$ cat src/rtl/fifo_send_pkg.sv
// Shared types and defaults for the parallel-to-byte FIFO loader.
package fifo_send_pkg;

    typedef enum logic [1:0] {
        ST_IDLE = 2'd0,
        ST_SEND = 2'd1,
        ST_DONE = 2'd2,
        ST_ERR  = 2'd3
    } state_t;

    localparam logic [11:0] DEFAULT_LEN     = 12'hC;
    localparam logic [15:0] DEFAULT_TIMEOUT = 16'hFFFF;
    localparam logic [15:0] STALL_MAX       = 16'hFFFF;

endpackage

$ cat src/rtl/fifo_send.sv
// Captures a LEN-byte word on fs and writes it LSB-first into a byte-wide FIFO,
// one byte per cycle, stalling on fifo_full and aborting after TIMEOUT stalls.
module fifo_send
    import fifo_send_pkg::*;
#(
    parameter int unsigned LEN     = DEFAULT_LEN,
    parameter int unsigned TIMEOUT = DEFAULT_TIMEOUT
) (
    input  logic             clk,
    input  logic             rst,
    input  logic [LEN*8-1:0] din,
    input  logic             fs,
    output logic             fd,
    output logic             err,
    input  logic             fifo_full,
    output logic             fifo_txen,
    output logic [7:0]       dout,
    output state_t           dbg_state_o
);

    localparam logic [11:0] LEN_C     = 12'(LEN);
    localparam logic [15:0] TIMEOUT_C = 16'(TIMEOUT);

    // Handshake: fs is a level request held until fd or err is seen; fd/err
    // stay high until fs drops, and fs is ignored while a transfer is running.

    state_t             state_q, state_d;
    logic [LEN*8-1:0]   sr_q, sr_d;
    logic [11:0]        cnt_q, cnt_d;
    logic [15:0]        stall_q, stall_d;
    logic               txen_q, txen_d;
    logic [7:0]         dout_q, dout_d;
    logic               fd_q, fd_d;
    logic               err_q, err_d;

    always_comb begin
        state_d = state_q;
        sr_d    = sr_q;
        cnt_d   = cnt_q;
        stall_d = stall_q;
        txen_d  = 1'b0;
        dout_d  = dout_q;

        case (state_q)
            ST_IDLE: begin
                if (fs) begin
                    sr_d    = din;
                    cnt_d   = 12'd0;
                    stall_d = 16'd0;
                    state_d = ST_SEND;
                end
            end
            ST_SEND: begin
                if (cnt_q == LEN_C) begin
                    state_d = ST_DONE;
                end else if (!fifo_full) begin
                    // Low byte goes out, the register shifts down for the next one.
                    txen_d  = 1'b1;
                    dout_d  = sr_q[7:0];
                    sr_d    = sr_q >> 8;
                    cnt_d   = cnt_q + 12'd1;
                    stall_d = 16'd0;
                end else begin
                    stall_d = (stall_q == STALL_MAX) ? stall_q : stall_q + 16'd1;
                    if (stall_d >= TIMEOUT_C) begin
                        state_d = ST_ERR;
                    end
                end
            end
            ST_DONE: begin
                if (!fs) begin
                    state_d = ST_IDLE;
                end
            end
            ST_ERR: begin
                if (!fs) begin
                    state_d = ST_IDLE;
                end
            end
            default: begin
                state_d = ST_IDLE;
            end
        endcase

        fd_d  = (state_d == ST_DONE);
        err_d = (state_d == ST_ERR);
    end

    always_ff @(posedge clk) begin
        if (rst) begin
            state_q <= ST_IDLE;
            sr_q    <= '0;
            cnt_q   <= 12'd0;
            stall_q <= 16'd0;
            txen_q  <= 1'b0;
            dout_q  <= 8'h00;
            fd_q    <= 1'b0;
            err_q   <= 1'b0;
        end else begin
            state_q <= state_d;
            sr_q    <= sr_d;
            cnt_q   <= cnt_d;
            stall_q <= stall_d;
            txen_q  <= txen_d;
            dout_q  <= dout_d;
            fd_q    <= fd_d;
            err_q   <= err_d;
        end
    end

    assign fifo_txen   = txen_q;
    assign dout        = dout_q;
    assign fd          = fd_q;
    assign err         = err_q;
    assign dbg_state_o = state_q;

endmodule

$ cat config.mk
export PLATFORM = sky130hd
export DESIGN_NAME = fifo_send
export DESIGN_NICKNAME = d
export VERILOG_FILES = /design/src/rtl/fifo_send_pkg.sv /design/src/rtl/fifo_send.sv
export SDC_FILE = /design/constraint.sdc
export NUM_CORES = 1
export LEC_CHECK = 0
export ABC_AREA = 1
export BUFFER_PORTS_ARGS = -buffer_cell sky130_fd_sc_hd__buf_2
export CORE_MARGIN = 5
export CORE_UTILIZATION = 50
export CTS_BUF_LIST = sky130_fd_sc_hd__clkbuf_4 sky130_fd_sc_hd__clkbuf_8 sky130_fd_sc_hd__clkbuf_16
export CTS_CLUSTER_DIAMETER = 200
export CTS_CLUSTER_SIZE = 24
export DETAILED_ROUTE_END_ITERATION = 6
export PLACE_DENSITY = 0.73
export SYNTH_ARGS = -nofsm -noshare
export SYNTH_HDL_FRONTEND = slang
export SYNTH_SLANG_ARGS = --single-unit
$ cat constraint.sdc
create_clock -name clk -period 3.1 [get_ports clk]
set_clock_uncertainty 0.05 [all_clocks]
set_input_delay 0 -clock clk [delete_from_list [all_inputs] [get_ports clk]]
set_output_delay 0 -clock clk [all_outputs]
set_load 0.01 [all_outputs]
==> results of run 1 <==
## where the power goes
part           switching (W)  internal, W
Clock               0.000726      0.00128
Sequential         0.0000761      0.00191
Combinational       0.000357     0.000272
Total                0.00116      0.00347
## synth_stat cells, drive strengths merged
cell	instances	area (sq um)
ha	3	37.5
a22oi	2	15.0
nor4	3	18.8
inv	30	113
nand4	3	18.8
nand2	309	1170
and2	1	6.26
o21ai	98	498
clkbuf	42	158
nor3	4	20.0
xnor2	3	26.3
a21oi	41	205
a31oi	88	551
and3b	1	8.76
nor2	42	190
dfxtp	137	2740
buf	18	101
o22ai	1	6.26
nor3b	1	7.51
o21bai	3	22.5
nand3	28	153
xor2	8	70.1
clkinv	4	16.3
a211oi	2	15.0
## routing by layer
metal,up-vias,track usage,part of all wire,routed length [microns]
met3,25,0.0513,0.055,961
met2,222,0.403,0.49,8570
li1,3280,-,-,-
met5,-,0,0,0
met1,2927,0.304,0.43,7510
met4,0,0.0942,0.018,320
## layout make-up
type / instances / area share
inverter: 34 / 0.0157
sequential: 137 / 0.328
tap: 168 / 0.0251
timing repair buffer: 219 / 0.197
clock buffer: 20 / 0.0543
clock inverter: 8 / 0.0150
multi-input combinational: 641 / 0.365
## critical path, stage by stage (launching register included)
cell and delay (ns):
dfxtp_1 0.33, inv_1 0.12, ha_1 0.15, nor3b_1 0.17, nand3_1 0.14, nand2_1 0.13, nand2_1 0.14, inv_1 0.43
o21ai_0 0.27, nand2_1 0.11, dlygate4sd3_1 0.56, inv_1 0.04
## sequential cells by signal (all words and copies together) (netlist names)
register and flops:
fifo_txen 1, dbg_state_o 2, err 1, fd 1, dout 8, stall_q 16, sr_q 96, cnt_q 12
## worst paths after layout
path,from,to,slack [ns],depth (start not counted)
worst max register to register,cnt_q[0],dbg_state_o[0],0.35,11
worst min-delay path,fifo_full,dout[3],0.08,4
worst max-delay path,cnt_q[0],dbg_state_o[0],0.35,11
worst min register to register,dout[4],dout[4],0.41,2
## cells by family (layout without fill, tap and decap cells)
kind of cell,Yosys count,count (layout)
AOI/OAI and AO/OA,235,235
xor gates and xnor gates,11,11
adders and majority gates,3,3
buffers and inverters,94,281
DFF,137,137
and+or+nand+nor,392,392
## repair_timing
action / 4_1_cts / 5_1_grt
hold buffers: 99 / 0
endpoints found under the hold margin: 101 / 0
endpoints found under the setup margin: 0 / 0
## stage by stage
stage	utilization	hold slack [ns]	area (sq um)	setup slack, ns	power [W]
2_1_floorplan	-	0.0990	6170	1.26	0.00237
5_1_grt	0.693	0.0882	8360	0.0456	0.00483
3_5_place_dp	0.563	0.217	6790	0.846	0.00254
4_1_cts	0.693	0.0442	8360	0.388	0.00465
6_report	0.693	0.0830	8360	0.350	0.00463
3_3_place_gp	0.563	0.206	6790	0.870	0.00253
==> flow_summary.yaml, run 1 <==
run_status:
  outcome: "finished, final reports clean"
sta:
  timing.final.crit_period_ns: 2.75
  worst-slew-pin-transition_ns: 0.598
  final-max-slew-violation-count: 0
  timing.final.hold_violations: 0
  report.final.setup_viol: 0
  timing.setup.tns_ns: 0
  maxClockFrequency_ghz: 0.364
  final_min_period_over_clock_period: 0.887
  unrepaired_setup_endpoints_after_global_routing: "false"
  timing.slew.headroom: 0.601
floorplan:
  floorplan.die.height_microns: 121
  pin_count: 113
  core-area_sq_mm: 0.0121
  placement_rows: 40
  floorplan.initialDensity: 0.512
  die_w_microns: 121
  die-area_sq_mm: 0.0147
grt:
  pin_count_of_the_biggest_net_entering_global_routing: 103
  first_global_vias: 6207
  grt_first_pass_wirelength_microns: 28800
  grt_antenna_before_repair: 0
  remaining_global_route_overflow: 0
  global_route.usage.total: 0.241
clock_network:
  tritoncts: "built"
  clock_latency_ns: 0.42
  cts.repair_timing.setup_buffer_count: 0
  cts_repair_resize_count: 0
  cts_inserted_buffers: 17
  cts_buffer_depth: 2
  cts-htree-levels: 4
  clock_root_buffer: "clkbuf_16"
  clk_pin_slew_worst_paths_ns: 0.06
  cts.sink_count: 137
finish:
  most-common-layout-cells: "nand2_1, dfxtp_1, buf_2"
  finish.cell_count_without_fillers: 1227
  final_layout_size_suffix_gt1_frac: 0.157
  layout-area-overhead-vs-synth_pct: 35.5
  leading_cell_type_in_the_layout_fill_and_taps_excluded: "nand2_1"
  multiInputGateArea_sq_mm: 0.00305
  fillCellCount: 952
  regArea_sq_mm: 0.00274
  finish.net_count: 1153
  diodes: 0
yosys:
  synth_sequential_area_ratio: 0.444
  syn-cell-area_sq_mm: 0.00617
  multiplexer_area_fraction_after_synthesis: 0
  post_synth_fa_ha_maj_area_fraction: 0.00608
  postSynthCellCount: 872
  synth_compound_area_frac: 0.213
  ys_ff_latch: 137
  post_synth_xor_area_fraction: 0.0156
  mappedNetlistNets: 975
  post_synth_and_or_nand_nor_area_fraction: 0.258
  synth.yosys.warnings: 0
  synth_top_family_by_area: "simple AND/OR/NAND/NOR gates"
  postSynthAreaPerCell_sq_um: 7.08
  post_synth_num_cell_types: 35
drt:
  route.detailed.drc: 0
  drt-wirelength-per-cell_microns: 14.1
  detail_route.first_pass.iterations: 5
  postRouteWirelength_microns: 17400
  via_per_inst: 5.26
  route.antenna.remaining_nets: 0
  via_count: 6454
  drt-initial-drc-count: 557
placement:
  hpwlAfterDp_microns: 10100
  finalWeightedCongestion: 0.870
  dpl.cell_count: 1100
  io_buffers: 112
power:
  pleak_nw: 3.43
  pwr_density_cell_mw_per_mm2: 553
  maximum_vdd_drop_mv: 0.369
run:
  cap_viol_max_count: 0
worst_setup_path:
  criticalPathCategory: "flop to flop"
  critical_path.max_fanout: 16
  critPathArrivalTime_ns: 3.02
  cp-start-kind: "flop"
  end_kind: "flop"
  cp.required_ns: 3.37
worst_hold_path:
  min-delay-path-class: "input port to flop"
Note: power is estimated with default switching activity, not from simulation.
==> run 2: changes to the inputs <==
Settings changed: PLACE_DENSITY 0.73 to 0.69, SLEW_MARGIN set to 25.
==> run 2 against run 1 <==
Effect of this change: sequential share of layout area is 0.49 points lower; setup slack got worse by 0.036 ns; combinational power increased by 5.4%; flip-flop and latch count stayed put; critical endpoint is now sr_q[84]; global-route usage rose by 0.52 points; highest routed layer unchanged; utilization increased by 1.1 points; critical path type unchanged; maximum frequency down 1.3%.
==> flow_summary.yaml, run 2 (same netlist as run 1, synthesis figures left out) <==
worst_setup_path:
  length_in_cells_of_the_worst_reg_to_reg_path: 12
  most_frequent_cell_on_the_critical_path: "nand2_1"
  critical-path-max-stage-delay_ns: 0.57
  critical-path-top-delay-family: "buffers and inverters"
  cp.required_ns: 3.40
  critical_path.reg2reg.endpoint: "sr_q[84]"
  timing.critical_path.depth: 12
  critPathArrivalTime_ns: 3.08
  worst_path_max_delay_cell: "dlygate4sd3_1"
  cp_cell_sequence: "inv_1 -> ha_1 -> nor3b_1 -> nand3_1 -> nand2_1 -> nand2_1 -> o21ai_2 -> inv_4 -> buf_12 -> o21ai_0 -> a31oi_1 -> dlygate4sd3_1"
  critical_path.max_fanout: 58
  path_buf_inv: 4
  cp-start-kind: "flop"
  ff2ff_setup_slack_ns: 0.31
  worstReg2RegStart: "cnt_q[0]"
  end_kind: "flop"
  criticalPathCategory: "flop to flop"
clock_network:
  tritoncts: "built"
  clk_pin_slew_worst_paths_ns: 0.05
  cts-htree-levels: 4
  cts_buffer_depth: 2
  cts_inserted_buffers: 17
  clock_root_buffer: "clkbuf_16"
  ctsHoldBuffers: 113
  cts_repair_resize_count: 0
  cts.repair_timing.setup_buffer_count: 0
  cts.sink_count: 137
  clock_latency_ns: 0.41
grt:
  global_route.usage.total: 0.246
  first_global_vias: 6337
  grt_antenna_before_repair: 0
  remaining_global_route_overflow: 0
  grt_first_pass_wirelength_microns: 29500
  pin_count_of_the_biggest_net_entering_global_routing: 88
floorplan:
  floorplan.initialDensity: 0.512
  die-area_sq_mm: 0.0147
  placement_rows: 40
  pin_count: 113
  die_w_microns: 121
  core-area_sq_mm: 0.0121
  floorplan.die.height_microns: 121
worst_hold_path:
  hold-path-cell-count: 4
  min-delay-path-class: "input port to flop"
  hold_path_startpoint: "fifo_full"
  holdPathEnd: "dout[7]"
finish:
  finish.net_count: 1168
  layout-area-overhead-vs-synth_pct: 37.5
  finish.cell_count_without_fillers: 1244
  largestRegisters: "sr_q x96, stall_q x16, cnt_q x12"
  leading_cell_type_in_the_layout_fill_and_taps_excluded: "nand2_1"
  final_layout_size_suffix_gt1_frac: 0.157
  finalInstanceArea_sq_mm: 0.00849
  finish.utilization: 0.704
  largest_register_ffs: 96
  most-common-layout-cells: "nand2_1, dfxtp_1, dlygate4sd3_1"
  diodes: 0
  registers.top_by_ff_count: "sr_q"
power:
  pwr_density_cell_mw_per_mm2: 539
  intPower_w: 0.00343
  maximum_vdd_drop_mv: 0.404
  pleak_nw: 3.52
  netSwitchingFraction: 0.250
  power.clock.fraction: 0.420
  power.switching_w: 0.00115
  power.share.sequential: 0.435
  comb_power_share: 0.145
drt:
  detail_route.first_pass.iterations: 5
  drt-wirelength-per-cell_microns: 14.3
  drt-initial-drc-count: 575
  postRouteWirelength_microns: 17800
  route.antenna.remaining_nets: 0
  via_per_inst: 5.22
  via_count: 6489
  route.detailed.drc: 0
sta:
  timing.final.hold_violations: 0
  timing.setup.tns_ns: 0
  worst-slew-pin-transition_ns: 0.872
  timing.final.crit_period_ns: 2.79
  fin_ws_ns: 0.314
  report.final.setup_viol: 0
  timing.slew.headroom: 0.418
  unrepaired_setup_endpoints_after_global_routing: "false"
  maxClockFrequency_ghz: 0.359
  final_min_period_over_clock_period: 0.899
  final-max-slew-violation-count: 0
placement:
  hpwlAfterDp_microns: 10200
  placed_area_sq_mm: 0.00680
  io_buffers: 112
  dpl.cell_count: 1101
  detailedPlace.worstSlack_ns: 0.764
  finalWeightedCongestion: 0.849
run_status:
  outcome: "finished, final reports clean"
run:
  cap_viol_max_count: 0
[run 2: cell types whose count changed in the layout (fill, tap and decap cells not counted), sizes merged]
cell / delta
dlygate4sd3: +14
bufinv: -2
clkinvlp: -1
clkinv: -2
clkbuf: +7
buf: +1
[run 2: power groups by stage]
| stage | sequential, W | clock (W) | combinational (W) |
|---|---|---|---|
| global placement | 0.00202 | 0 | 0.000516 |
| global route | 0.00201 | 0.00202 | 0.000746 |
| finish | 0.00199 | 0.00192 | 0.000663 |
| detailed placement | 0.00202 | 0 | 0.000522 |
| CTS | 0.00199 | 0.00194 | 0.000648 |
| floorplan | 0.00200 | 0 | 0.000370 |
[run 2: worst max-delay path by stage]
stage | from | endpoint
after floorplan | cnt_q[0] | sr_q[0]
after global placement | cnt_q[0] | sr_q[4]
after detailed placement | cnt_q[0] | sr_q[13]
after CTS | cnt_q[0] | sr_q[79]
after global routing | cnt_q[0] | sr_q[84]
final | cnt_q[0] | sr_q[84]
[run 2: layer usage]
layer	up-vias	global-route usage	share of wire
met4	0	0.0694	0.015
met5	-	0	0
met1	2953	0.312	0.44
li1	3321	-	-
met2	192	0.414	0.49
met3	23	0.0639	0.059
[run 2: area by class of cell]
type / instances / area [sq um]
fill: 998 / 3570
multi-input combinational: 641 / 3050
sequential: 137 / 2740
timing repair buffer: 234 / 1800
clock buffer: 27 / 519
tap: 168 / 210
inverter: 34 / 131
clock inverter: 3 / 40.0
[run 2: tightest hold or removal path, cell delays in order]
cell,delay [ns]
buf_2,0.07
inv_1,0.18
nand3_1,0.15
a21oi_1,0.06
[run 2: per-stage QoR]
stage               total power [W]  hold slack [ns]
floorplan                   0.00237           0.0990
global placement            0.00254            0.213
detailed placement          0.00255            0.210
CTS                         0.00458           0.0535
global route                0.00477           0.0760
finish                      0.00458           0.0605
==> run 3: changes to the inputs <==
Clock period 3.1 ns to 3.58 ns, I/O delays scaled along.
==> run 3 against run 2 <==
Effect of this change: first-iteration DRC count is 3.8% higher; clock-buffer cell count fell by 3; power decreased by 15%.
==> flow_summary.yaml, run 3 (same netlist as run 1, synthesis figures left out) <==
run:
  cap_viol_max_count: 0
floorplan:
  die-area_sq_mm: 0.0147
  die_w_microns: 121
  core-area_sq_mm: 0.0121
  pin_count: 113
  placement_rows: 40
  floorplan.initialDensity: 0.512
  floorplan.die.height_microns: 121
sta:
  unrepaired_setup_endpoints_after_global_routing: "false"
  timing.final.hold_violations: 0
  timing.final.crit_period_ns: 2.79
  final-max-slew-violation-count: 0
  timing.slew.headroom: 0.363
  worst-slew-pin-transition_ns: 0.956
  timing.setup.tns_ns: 0
  fin_ws_ns: 0.788
  report.final.setup_viol: 0
  final_min_period_over_clock_period: 0.780
  maxClockFrequency_ghz: 0.358
finish:
  finish.net_count: 1151
  diodes: 0
  largest_register_ffs: 96
  final_layout_size_suffix_gt1_frac: 0.156
  largestRegisters: "sr_q x96, stall_q x16, cnt_q x12"
  finalInstanceArea_sq_mm: 0.00830
  fillCellCount: 972
  leading_cell_type_in_the_layout_fill_and_taps_excluded: "nand2_1"
  finish.cell_count_without_fillers: 1224
  layout-area-overhead-vs-synth_pct: 34.4
  most-common-layout-cells: "nand2_1, dfxtp_1, buf_2"
  registers.top_by_ff_count: "sr_q"
grt:
  remaining_global_route_overflow: 0
  first_global_vias: 6134
  grt_antenna_before_repair: 0
  pin_count_of_the_biggest_net_entering_global_routing: 96
  global_route.usage.total: 0.239
  grt_first_pass_wirelength_microns: 28500
drt:
  via_per_inst: 5.26
  route.detailed.drc: 0
  route.met3.wl_microns: 961
  route.antenna.remaining_nets: 0
  detail_route.first_pass.iterations: 5
  drt-wirelength-per-cell_microns: 14.0
  met2WireLength_microns: 8160
  drt-initial-drc-count: 597
  postRouteWirelength_microns: 17100
  via_count: 6443
  route.top_layer_used: "met4"
  drt-met1-wl_microns: 7680
worst_hold_path:
  holdPathEnd: "dout[4]"
  hold-path-cell-count: 4
  hold_path_startpoint: "fifo_full"
  min-delay-path-class: "input port to flop"
worst_setup_path:
  critPathArrivalTime_ns: 3.07
  criticalPathCategory: "flop to flop"
  cp-start-kind: "flop"
  critical_path.reg2reg.endpoint: "sr_q[12]"
  worstReg2RegStart: "cnt_q[0]"
  end_kind: "flop"
  length_in_cells_of_the_worst_reg_to_reg_path: 11
  critical_path.max_fanout: 72
  ff2ff_setup_slack_ns: 0.79
  cp.required_ns: 3.86
power:
  pwr_density_cell_mw_per_mm2: 471
  pleak_nw: 3.41
  report.power.total_w: 0.00390
  maximum_vdd_drop_mv: 0.307
placement:
  io_buffers: 112
  hpwlAfterDp_microns: 9870
  dpl.cell_count: 1100
  placed_area_sq_mm: 0.00677
  finalWeightedCongestion: 0.860
  detailedPlace.worstSlack_ns: 0.807
run_status:
  outcome: "finished, final reports clean"
clock_network:
  tritoncts: "built"
  cts_inserted_buffers: 17
  cts.repair_timing.setup_buffer_count: 0
  clock_root_buffer: "clkbuf_16"
  clock_latency_ns: 0.41
  cts-htree-levels: 4
  clk_pin_slew_worst_paths_ns: 0.05
  cts.sink_count: 137
  cts_buffer_depth: 2
-- run 3: cell count changes in the layout (fill, tap and decap cells not counted) --
cell	previous run	this run
dlygate4sd3_1	113	97
clkbuf_4	7	1
clkbuf_8	3	6
buf_12	3	1
buf_4	6	7
inv_2	2	1
inv_4	1	2
-- run 3: layout make-up --
cell class	count	area, sq um	share of cell area
Tap cell	168	210	0.0253
Multi-Input combinational cell	641	3050	0.368
Timing Repair Buffer	217	1600	0.193
Sequential cell	137	2740	0.331
Inverter	34	134	0.0161
Clock inverter	3	40.0	0.00483
Clock buffer	24	515	0.0621
-- run 3: critical path, stage by stage (launching register included) --
cell	delay, ns
dfxtp_1	0.35
inv_1	0.09
ha_1	0.20
nor3b_1	0.13
nand3_1	0.11
nand2_1	0.08
nand2_1	0.13
o21ai_2	0.29
inv_4	0.58
buf_4	0.38
o21ai_0	0.11
a31oi_1	0.19
-- run 3: report_power, final --
part | leakage, nW | switching (W) | internal (W)
Clock | 0.279 | 0.000592 | 0.00105
Combinational | 2.00 | 0.000305 | 0.000230
Sequential | 1.13 | 0.0000688 | 0.00166
-- run 3: worst max path at each step --
stage | startpoint | endpoint | cells past startpoint
5_1_grt | cnt_q[0] | sr_q[20] | 11
3_5_place_dp | cnt_q[0] | sr_q[12] | 11
4_1_cts | cnt_q[0] | sr_q[12] | 11
3_3_place_gp | cnt_q[0] | sr_q[18] | 11
2_1_floorplan | cnt_q[0] | sr_q[0] | 12
6_report | cnt_q[0] | sr_q[12] | 11
-- run 3: through the flow --
step	utilization	hold slack, ns
floorplan	-	0.0990
global placement	0.561	0.213
detailed placement	0.561	0.211
CTS	0.688	0.0376
global route	0.688	0.0638
finish	0.688	0.0624
-- run 3: routing by layer --
layer  vias up  GRT usage
li1       3284          -
met1      2906      0.305
met2       225      0.387
met3        28     0.0653
met4         0     0.0829
met5         -          0
-- run 3: what timing repair did --
item	in CTS	in global routing
gates resized for setup	0	0
hold endpoints to repair	99	0
hold buffers	97	0
endpoints found under the setup margin	0	0
